$ cat src/rtl/wb_arbiter_pkg.sv
`default_nettype none
// ============================================================================
// Module      : wb_arbiter_pkg
// Description : Shared widths, constants and types for the write-back arbiter.
// Revision    : 1.0 - initial release
// ============================================================================
package wb_arbiter_pkg;

    localparam int REG_W         = 32;
    localparam int REG_ADDR_W    = 5;
    localparam int NUM_REGS      = 32;
    localparam int LD_FIFO_DEPTH = 2;

    localparam logic [REG_W-1:0]      ZERO_WORD     = '0;
    localparam logic [REG_ADDR_W-1:0] ZERO_REG_ADDR = '0;

    typedef struct packed {
        logic [REG_ADDR_W-1:0] addr;
        logic [REG_W-1:0]      data;
    } wb_entry_t;

    typedef enum logic [1:0] {
        SRC_NONE   = 2'd0,
        SRC_ALU    = 2'd1,
        SRC_FIFO   = 2'd2,
        SRC_BYPASS = 2'd3
    } wb_src_e;

    function automatic logic is_load_src(input wb_src_e src);
        return (src == SRC_FIFO) || (src == SRC_BYPASS);
    endfunction

endpackage
`default_nettype wire

$ cat src/rtl/wb_fifo.sv
`default_nettype none
// ============================================================================
// Module      : wb_fifo
// Description : Synchronous load-result FIFO carrying {addr,data}; holds on !rdy.
// Revision    : 1.0 - initial release
// ============================================================================
module wb_fifo
    import wb_arbiter_pkg::*;
#(
    parameter int DEPTH = LD_FIFO_DEPTH
) (
    input  logic      clk_i,
    input  logic      rst_i,
    input  logic      rdy_i,
    input  logic      push_i,
    input  logic      pop_i,
    input  wb_entry_t din_i,
    output wb_entry_t head_o,
    output logic      full_o,
    output logic      empty_o
);

    localparam int PTR_W = (DEPTH > 1) ? $clog2(DEPTH) : 1;
    localparam logic [PTR_W:0] FULL_CNT = (PTR_W + 1)'(DEPTH);

    wb_entry_t        mem_q [DEPTH];
    logic [PTR_W-1:0] wr_ptr_q;
    logic [PTR_W-1:0] rd_ptr_q;
    logic [PTR_W:0]   count_q;
    logic             do_push;
    logic             do_pop;

    assign full_o  = (count_q == FULL_CNT);
    assign empty_o = (count_q == '0);
    assign head_o  = mem_q[rd_ptr_q];
    assign do_push = rdy_i && push_i && !full_o;
    assign do_pop  = rdy_i && pop_i && !empty_o;

    // Pointers wrap naturally because DEPTH is a power of two.
    always_ff @(posedge clk_i) begin
        if (rst_i) begin
            wr_ptr_q <= '0;
            rd_ptr_q <= '0;
            count_q  <= '0;
        end else begin
            if (do_push) wr_ptr_q <= wr_ptr_q + 1'b1;
            if (do_pop)  rd_ptr_q <= rd_ptr_q + 1'b1;
            count_q <= count_q + (PTR_W + 1)'(do_push) - (PTR_W + 1)'(do_pop);
        end
    end

    always_ff @(posedge clk_i) begin
        if (do_push) mem_q[wr_ptr_q] <= din_i;
    end

endmodule
`default_nettype wire

$ cat src/rtl/wb_arbiter.sv
`default_nettype none
// ============================================================================
// Module      : wb_arbiter
// Description : Write-port arbiter (ALU > FIFO head > load bypass) plus load scoreboard.
// Revision    : 1.0 - initial release
// ============================================================================
module wb_arbiter
    import wb_arbiter_pkg::*;
#(
    parameter int FIFO_DEPTH = LD_FIFO_DEPTH
) (
    input  logic                  clk_i,
    input  logic                  rst_i,
    input  logic                  rdy_i,
    input  logic                  alu_valid_i,
    input  logic [REG_ADDR_W-1:0] alu_addr_i,
    input  logic [REG_W-1:0]      alu_data_i,
    input  logic                  ld_valid_i,
    output logic                  ld_ready_o,
    input  logic [REG_ADDR_W-1:0] ld_addr_i,
    input  logic [REG_W-1:0]      ld_data_i,
    input  logic                  issue_valid_i,
    input  logic [REG_ADDR_W-1:0] issue_addr_i,
    input  logic [REG_ADDR_W-1:0] q1_addr_i,
    input  logic [REG_ADDR_W-1:0] q2_addr_i,
    input  logic [REG_ADDR_W-1:0] qd_addr_i,
    output logic                  q1_busy_o,
    output logic                  q2_busy_o,
    output logic                  qd_busy_o,
    output logic                  w_enable_o,
    output logic [REG_ADDR_W-1:0] w_addr_o,
    output logic [REG_W-1:0]      w_data_o
);

    wb_entry_t             fifo_head;
    wb_entry_t             ld_entry;
    wb_entry_t             sel_entry;
    wb_src_e               sel_src;
    logic                  fifo_full;
    logic                  fifo_empty;
    logic                  ld_acc;
    logic                  fifo_push;
    logic                  fifo_pop;
    logic [NUM_REGS-1:0]   busy_d;
    logic [NUM_REGS-1:0]   busy_q;
    logic                  w_enable_q;
    logic [REG_ADDR_W-1:0] w_addr_q;
    logic [REG_W-1:0]      w_data_q;

    assign ld_entry.addr = ld_addr_i;
    assign ld_entry.data = ld_data_i;
    assign ld_ready_o    = rdy_i && !rst_i && !fifo_full;
    assign ld_acc        = ld_valid_i && ld_ready_o;

    always_comb begin
        sel_src   = SRC_NONE;
        sel_entry = '{addr: ZERO_REG_ADDR, data: ZERO_WORD};
        fifo_push = 1'b0;
        fifo_pop  = 1'b0;
        if (alu_valid_i) begin
            sel_src        = SRC_ALU;
            sel_entry.addr = alu_addr_i;
            sel_entry.data = alu_data_i;
            fifo_push      = ld_acc;
        end else if (!fifo_empty) begin
            sel_src   = SRC_FIFO;
            sel_entry = fifo_head;
            fifo_pop  = 1'b1;
            fifo_push = ld_acc;
        end else if (ld_acc) begin
            sel_src   = SRC_BYPASS;
            sel_entry = ld_entry;
        end
    end

    // Clear before set so a re-issue to the draining register keeps it busy.
    always_comb begin
        busy_d = busy_q;
        if (is_load_src(sel_src)) busy_d[sel_entry.addr] = 1'b0;
        if (issue_valid_i && (issue_addr_i != ZERO_REG_ADDR)) busy_d[issue_addr_i] = 1'b1;
        busy_d[0] = 1'b0;
    end

    always_ff @(posedge clk_i) begin
        if (rst_i) begin
            busy_q     <= '0;
            w_enable_q <= 1'b0;
            w_addr_q   <= ZERO_REG_ADDR;
            w_data_q   <= ZERO_WORD;
        end else if (rdy_i) begin
            busy_q     <= busy_d;
            w_enable_q <= (sel_src != SRC_NONE) && (sel_entry.addr != ZERO_REG_ADDR);
            if (sel_src != SRC_NONE) begin
                w_addr_q <= sel_entry.addr;
                w_data_q <= sel_entry.data;
            end
        end
    end

    wb_fifo #(
        .DEPTH (FIFO_DEPTH)
    ) u_fifo (
        .clk_i   (clk_i),
        .rst_i   (rst_i),
        .rdy_i   (rdy_i),
        .push_i  (fifo_push),
        .pop_i   (fifo_pop),
        .din_i   (ld_entry),
        .head_o  (fifo_head),
        .full_o  (fifo_full),
        .empty_o (fifo_empty)
    );

    assign q1_busy_o  = busy_q[q1_addr_i];
    assign q2_busy_o  = busy_q[q2_addr_i];
    assign qd_busy_o  = busy_q[qd_addr_i];
    assign w_enable_o = w_enable_q;
    assign w_addr_o   = w_addr_q;
    assign w_data_o   = w_data_q;

endmodule
`default_nettype wire
$ cat config.mk
export PLATFORM = sky130hd
export DESIGN_NAME = wb_arbiter
export DESIGN_NICKNAME = d
export VERILOG_FILES = /design/src/rtl/wb_arbiter_pkg.sv /design/src/rtl/wb_fifo.sv /design/src/rtl/wb_arbiter.sv
export SDC_FILE = /design/constraint.sdc
export NUM_CORES = 1
export LEC_CHECK = 0
export BUFFER_PORTS_ARGS = -buffer_cell sky130_fd_sc_hd__buf_2
export CORE_MARGIN = 2
export CORE_UTILIZATION = 30
export CTS_CLUSTER_DIAMETER = 100
export DETAILED_ROUTE_END_ITERATION = 6
export PLACE_DENSITY = 0.52
export SLEW_MARGIN = 20
export SYNTH_ARGS = -nofsm -noshare
export SYNTH_HDL_FRONTEND = slang
export SYNTH_HIERARCHICAL = 1
export SYNTH_SLANG_ARGS = --single-unit
$ cat constraint.sdc
create_clock -name clk_i -period 8.6 [get_ports clk_i]
set_clock_uncertainty 0.15 [all_clocks]
set_input_delay 1.72 -clock clk_i [delete_from_list [all_inputs] [get_ports clk_i]]
set_output_delay 1.72 -clock clk_i [all_outputs]
set_load 0.05 [all_outputs]
==> results of run 1 <==
==> through the flow <==
stage	instances	hold WS (ps)
after floorplan	608	309
after global placement	1027	300
after detailed placement	1027	302
after CTS	1059	310
after global routing	1059	334
final	1059	304
==> registers in the layout, indices dropped and copies added (netlist names), named ones only <==
register and count:
busy_q 31, u_fifo/count_q 2, u_fifo/mem_q 74, u_fifo/rd_ptr_q 1, u_fifo/wr_ptr_q 1, w_addr_o 5, w_data_o 32, w_enable_o 1
==> kinds of logic after synthesis <==
kind of cell | share of synthesized area, %
adder cells (fa/ha/maj) | 0.352
buffers and inverters | 3.59
AO/OA/AOI/OAI | 17.6
XOR/XNOR | 0.123
flip-flops | 52.2
AND/OR/NAND/NOR | 11.5
multiplexers | 14.6
==> power by group <==
group / total [W] / internal (W) / switching (W)
clock network: 0.000700 / 0.000396 / 0.000304
logic: 0.000200 / 0.0000619 / 0.000138
registers: 0.000767 / 0.000757 / 0.00000925
total: 0.00167 / 0.00122 / 0.000451
==> metal layers <==
metal	routed length [um]	share of wire (%)
met1	8810	44
met4	253	1.3
met3	1530	7.7
met5	7	0.035
met2	9310	47
==> critical path, cell delays in order <==
cell     delay, ps
buf_2          260
mux4_2         550
mux2_2         280
nand3_1         90
nand3_1         70
or3_1          310
buf_2          220
==> cell usage in the layout (no fill, tap or decap), types with 4 or more instances in the layout <==
master	netlist	routed
buf_2	12	141
edfxtp_1	74	74
dfxtp_1	74	73
nor2_1	64	61
a21oi_1	40	40
a211oi_1	38	38
nand2_1	35	35
a222oi_1	32	32
mux2_1	30	30
mux4_2	21	21
clkbuf_16	0	17
nand3_1	12	12
o41ai_1	12	12
o21ai_0	11	11
nor3_1	10	10
mux2i_1	10	10
mux2_2	10	10
o31ai_1	10	10
nand2b_1	7	7
buf_4	2	7
inv_1	6	6
or3_1	6	6
nor3b_1	4	4
nor2b_1	4	4
o211ai_1	4	4
clkinvlp_4	0	4
inv_6	0	4
==> worst max-delay path by stage <==
stage                      to    startpoint  depth (start not counted)  slack [ps]
global placement    q2_busy_o  q2_addr_i[1]                          7        3270
CTS                 q1_busy_o  q1_addr_i[1]                          7        3230
floorplan           q1_busy_o  q1_addr_i[1]                          6        3350
finish              q1_busy_o  q1_addr_i[1]                          7        3240
global route        q2_busy_o  q2_addr_i[1]                          7        3140
detailed placement  q1_busy_o  q1_addr_i[1]                          7        3240
==> cell type report <==
| cell class | instances | area (um^2) | area share, % |
|---|---|---|---|
| Timing Repair Buffer | 148 | 758 | 8.81 |
| Multi-Input combinational cell | 406 | 3160 | 36.7 |
| Clock inverter | 12 | 96.3 | 1.12 |
| Sequential cell | 148 | 3700 | 43.0 |
| Inverter | 6 | 22.5 | 0.262 |
| Tap cell | 319 | 399 | 4.64 |
| Clock buffer | 20 | 467 | 5.42 |
==> impl_results.md, run 1 <==
* Top FF cell, synth: edfxtp_1
* R2R cell count at 6
* Met1 usage at 21.5%
* Yosys warnings at 6
* Clock Path Buffers at 2
* Detail Route Antenna Nets at 0
* 1st-pass router iterations at 7
* Initial antenna violation count at 1
* Layout area overhead at 21.2%
* Starting density of the core at 30.4%
* Num ports at 142
* Clk_lat worst skew at 420 ps
* Max-cap viol count at 0
* Reg2reg end: busy_q[22]
* Outcome: complete, but fails checks
* DRT iter0 DRCs at 564
* Met3 Use GR at 4.87%
* Minimum clock period at 5360 ps
* Pre-CTS setup slack at 3240 ps
* Die W at 158 um
* CP required at 6730 ps
* Period utilization at 62.4%
* Nets at 829
* WHS Path Cells at 2
* Drc violations at 4
* Syn_area_per_cell at 11.7 um^2
* Cell types with the highest counts after synthesis: 74 x dfxtp_1, 74 x edfxtp_1, 64 x nor2_1
* Yosys top cell area share at 31.3%
* Relative slew margins at 32.5%
* Slew Limit Fails at 0
* Routed wire length at 19,900 um
* Crit Path Category: primary input to output pin
* Worst hold path type: register to register
* Count of cell types in the netlist at 61
* Via/cell ratio at 5.32
* First-pass GRT wire length at 30,200 um
* Flop-to-flop setup slack at 5610 ps
* Net Count, Synth at 710
* Critical Path Sink Type: output pin
* Die Ht at 158 um
* Number of port buffers at 141
* Core area at 23,300 um^2
* Crit path max fanout at 9
* Final instance area at 8610 um^2
* Top Usage Layer GRT: met2
* WHS Endpoint: w_enable_o
* Power per cell area at 194 nW/um^2
* CTS Buf Count at 17
* Layout cells sized above 1 at 31.1%
* Post-synth ARST share at 0%
* Grt ovf at 0
* Setup TNS Final at 0 ps
* Fillers at 2,363
* Final HPWL DP at 13,500 um
* Post-synth top area cell: edfxtp_1
* Total GRT Usage at 16.1%
* Worst setup margin at 3240 ps
* #FFs+latches synth at 148
* Post-Syn Area at 7100 um^2
* Synthesized instance count at 608
* Leakage power at 3.10 nW
* Vias in the first global route at 5,275
* Vias at 5,636
* Final GP Congestion at 0.831
* Final setup violation count at 0
* Max Clk Rate at 186 MHz
* Worst setup SP type: primary input
* Data arrival, critical path at 3490 ps
* Failing checks: DRC
* CTS root buf: clkbuf_16
* Clk slew on worst S/H paths at 60 ps
* Maximum vdd drop at 117 uV
* H-tree depth at 4
* Ant. Diodes at 0
* Largest net degree at the start of global routing at 77
* Post-synth EDFFs at 74
* HP Start: w_enable_o
* # Post-CTS Setup Buffers at 0
* RSZ-0062 raised after global routing: false
* DIE AREA at 24,900 um^2
* Tightest Pin Transition at 1010 ps
* Site Rows at 56
* CTS tree: done
* CTS Hold Bufs at 0
* Grt met2 use at 25.2%
* Placed cell area at 8050 um^2
* Post_cts resized at 0
* Total design power at 0.00167 W
* Final Hold Vio Count at 0
* Core Util, Final at 36.9%
* Synth top area cells: edfxtp_1 31%, dfxtp_1 21%, mux4_2 6.7%, mux2_1 4.8%, a222oi_1 4.5%
* Wire per inst at 18.8 um
* Register area share after synthesis at 52.2%
* CTS Sinks at 148
No activity file was read; power rests on OpenSTA's default activity.
==> inputs of run 2 (changes only) <==
--- a/config.mk
+++ b/config.mk
@@ -10,7 +10,7 @@
 export CORE_UTILIZATION = 30
 export CTS_CLUSTER_DIAMETER = 100
 export DETAILED_ROUTE_END_ITERATION = 6
-export PLACE_DENSITY = 0.52
+export PLACE_DENSITY = 0.53
 export SLEW_MARGIN = 20
 export SYNTH_ARGS = -nofsm -noshare
 export SYNTH_HDL_FRONTEND = slang
==> constraint.sdc (replaced) <==
create_clock -name clk_i -period 4.4 [get_ports clk_i]
set_clock_uncertainty 0.15 [all_clocks]
set_input_delay 0.88 -clock clk_i [delete_from_list [all_inputs] [get_ports clk_i]]
set_output_delay 0.88 -clock clk_i [all_outputs]
set_load 0.05 [all_outputs]
==> impl_results.md, run 2 (synthesized netlist as in run 1, its figures left out) <==
* Die Ht at 158 um
* Max-cap viol count at 0
* Worst setup SP type: primary input
* Post_cts resized at 0
* Layout cells sized above 1 at 31.3%
* Grt ovf at 0
* Max Clk Rate at 273 MHz
* Vias in the first global route at 5,497
* Maximum vdd drop at 258 uV
* Nets at 833
* Flop-to-flop setup slack at 1570 ps
* RSZ-0062 raised after global routing: false
* Crit path cell chain: buf_2 > mux4_2 > mux2_2 > nand3_1 > nand3_1 > or3_1 > buf_2
* Routed wire length at 20,200 um
* # Post-CTS Setup Buffers at 0
* Critical path's slowest cell: mux4_2
* Reg2reg end: busy_q[15]
* Drc violations at 0
* Initial antenna violation count at 2
* Crit path max fanout at 9
* Crit Path Category: primary input to output pin
* Fillers at 2,296
* Final setup violation count at 0
* CTS Sinks at 148
* Clk_lat worst skew at 420 ps
* Most frequent cells in the layout: 141 x buf_2, 74 x edfxtp_1, 73 x dfxtp_1
* Number of port buffers at 141
* Tightest Pin Transition at 905 ps
* CP endpoint: q2_busy_o
* Vias at 5,663
* Site Rows at 56
* Slowest stage delay, CP at 550 ps
* DRT iter0 DRCs at 555
* Detail Route Antenna Nets at 0
* 1st-pass router iterations at 7
* Wire per inst at 19.0 um
* Slew Limit Fails at 0
* CTS tree: done
* Final Hold Vio Count at 0
* Outcome: complete, no violations
* Clk slew on worst S/H paths at 60 ps
* Placed cell area at 8090 um^2
* Setup TNS Final at 0 ps
* CTS Hold Bufs at 0
* Die W at 158 um
* CTS Buf Count at 17
* Reg with most FFs: u_fifo/mem_q
* First-pass GRT wire length at 31,400 um
* R2R cell count at 6
* Power per cell area at 388 nW/um^2
* Commonest non-fill, non-tap cell in the layout: buf_2
* Core area at 23,300 um^2
* Pre-CTS setup slack at 727 ps
* Clock Path Buffers at 2
* Largest net degree at the start of global routing at 47
* Fin Hold WS at 325 ps
* Worst setup margin at 730 ps
* Final instance area at 8690 um^2
* CP startpoint: q2_addr_i[1]
* Total GRT Usage at 16.6%
* Leakage power at 3.14 nW
* Max FFs per register at 74
* DIE AREA at 24,900 um^2
* Minimum clock period at 3670 ps
* CTS root buf: clkbuf_16
* Critical Path Sink Type: output pin
* Relative slew margins at 39.2%
* Data arrival, critical path at 2640 ps
* Layout area overhead at 22.4%
* Starting density of the core at 30.4%
* Final HPWL DP at 14,000 um
* Period utilization at 83.4%
* Final GP Congestion at 0.880
* Via/cell ratio at 5.32
* Num ports at 142
* CP required at 3370 ps
* H-tree depth at 4
* Worst hold path type: register to register
-- run 2: per-stage QoR --
step | std cells | utilization [%] | power (W)
finish | 1065 | 37.3 | 0.00337
floorplan | 608 | - | 0.00179
global route | 1064 | 37.2 | 0.00349
global placement | 1031 | 34.7 | 0.00192
detailed placement | 1031 | 34.7 | 0.00192
CTS | 1063 | 37.2 | 0.00339
-- run 2: worst min path at each step --
stage | to | startpoint | cells past startpoint
2_1_floorplan | busy_q[12] | busy_q[12] | 2
3_3_place_gp | w_enable_o | w_enable_o | 2
3_5_place_dp | w_enable_o | w_enable_o | 2
4_1_cts | w_enable_o | w_enable_o | 2
5_1_grt | w_enable_o | w_enable_o | 2
6_report | w_enable_o | w_enable_o | 2
-- run 2: where the power goes --
| part | switching, W | internal (W) |
|---|---|---|
| clock network | 0.000601 | 0.000876 |
| logic | 0.000273 | 0.000124 |
| registers | 0.0000182 | 0.00148 |
-- run 2: metal layers --
layer / global-route usage, % / wire (um) / vias up
met4: 5.32 / 352 / 0
met5: 0 / 0 / -
met2: 26.7 / 9530 / 212
li1: - / - / 2660
met3: 3.97 / 1320 / 27
met1: 22.0 / 9020 / 2764
-- run 2: final cells by class --
type | instances | area (um^2) | area share [%]
sequential | 148 | 3700 | 42.6
multi-input combinational | 406 | 3160 | 36.4
timing repair buffer | 152 | 801 | 9.21
clock buffer | 19 | 454 | 5.22
tap | 319 | 399 | 4.59
clock inverter | 13 | 146 | 1.68
inverter | 6 | 22.5 | 0.259
antenna | 2 | 5.00 | 0.0576
-- run 2: worst max-delay path, delay by kind of cell --
| kind | cells | cell delay [ps] |
|---|---|---|
| muxes | 2 | 830 |
| buffers and inverters | 2 | 470 |
| and+or+nand+nor | 3 | 460 |
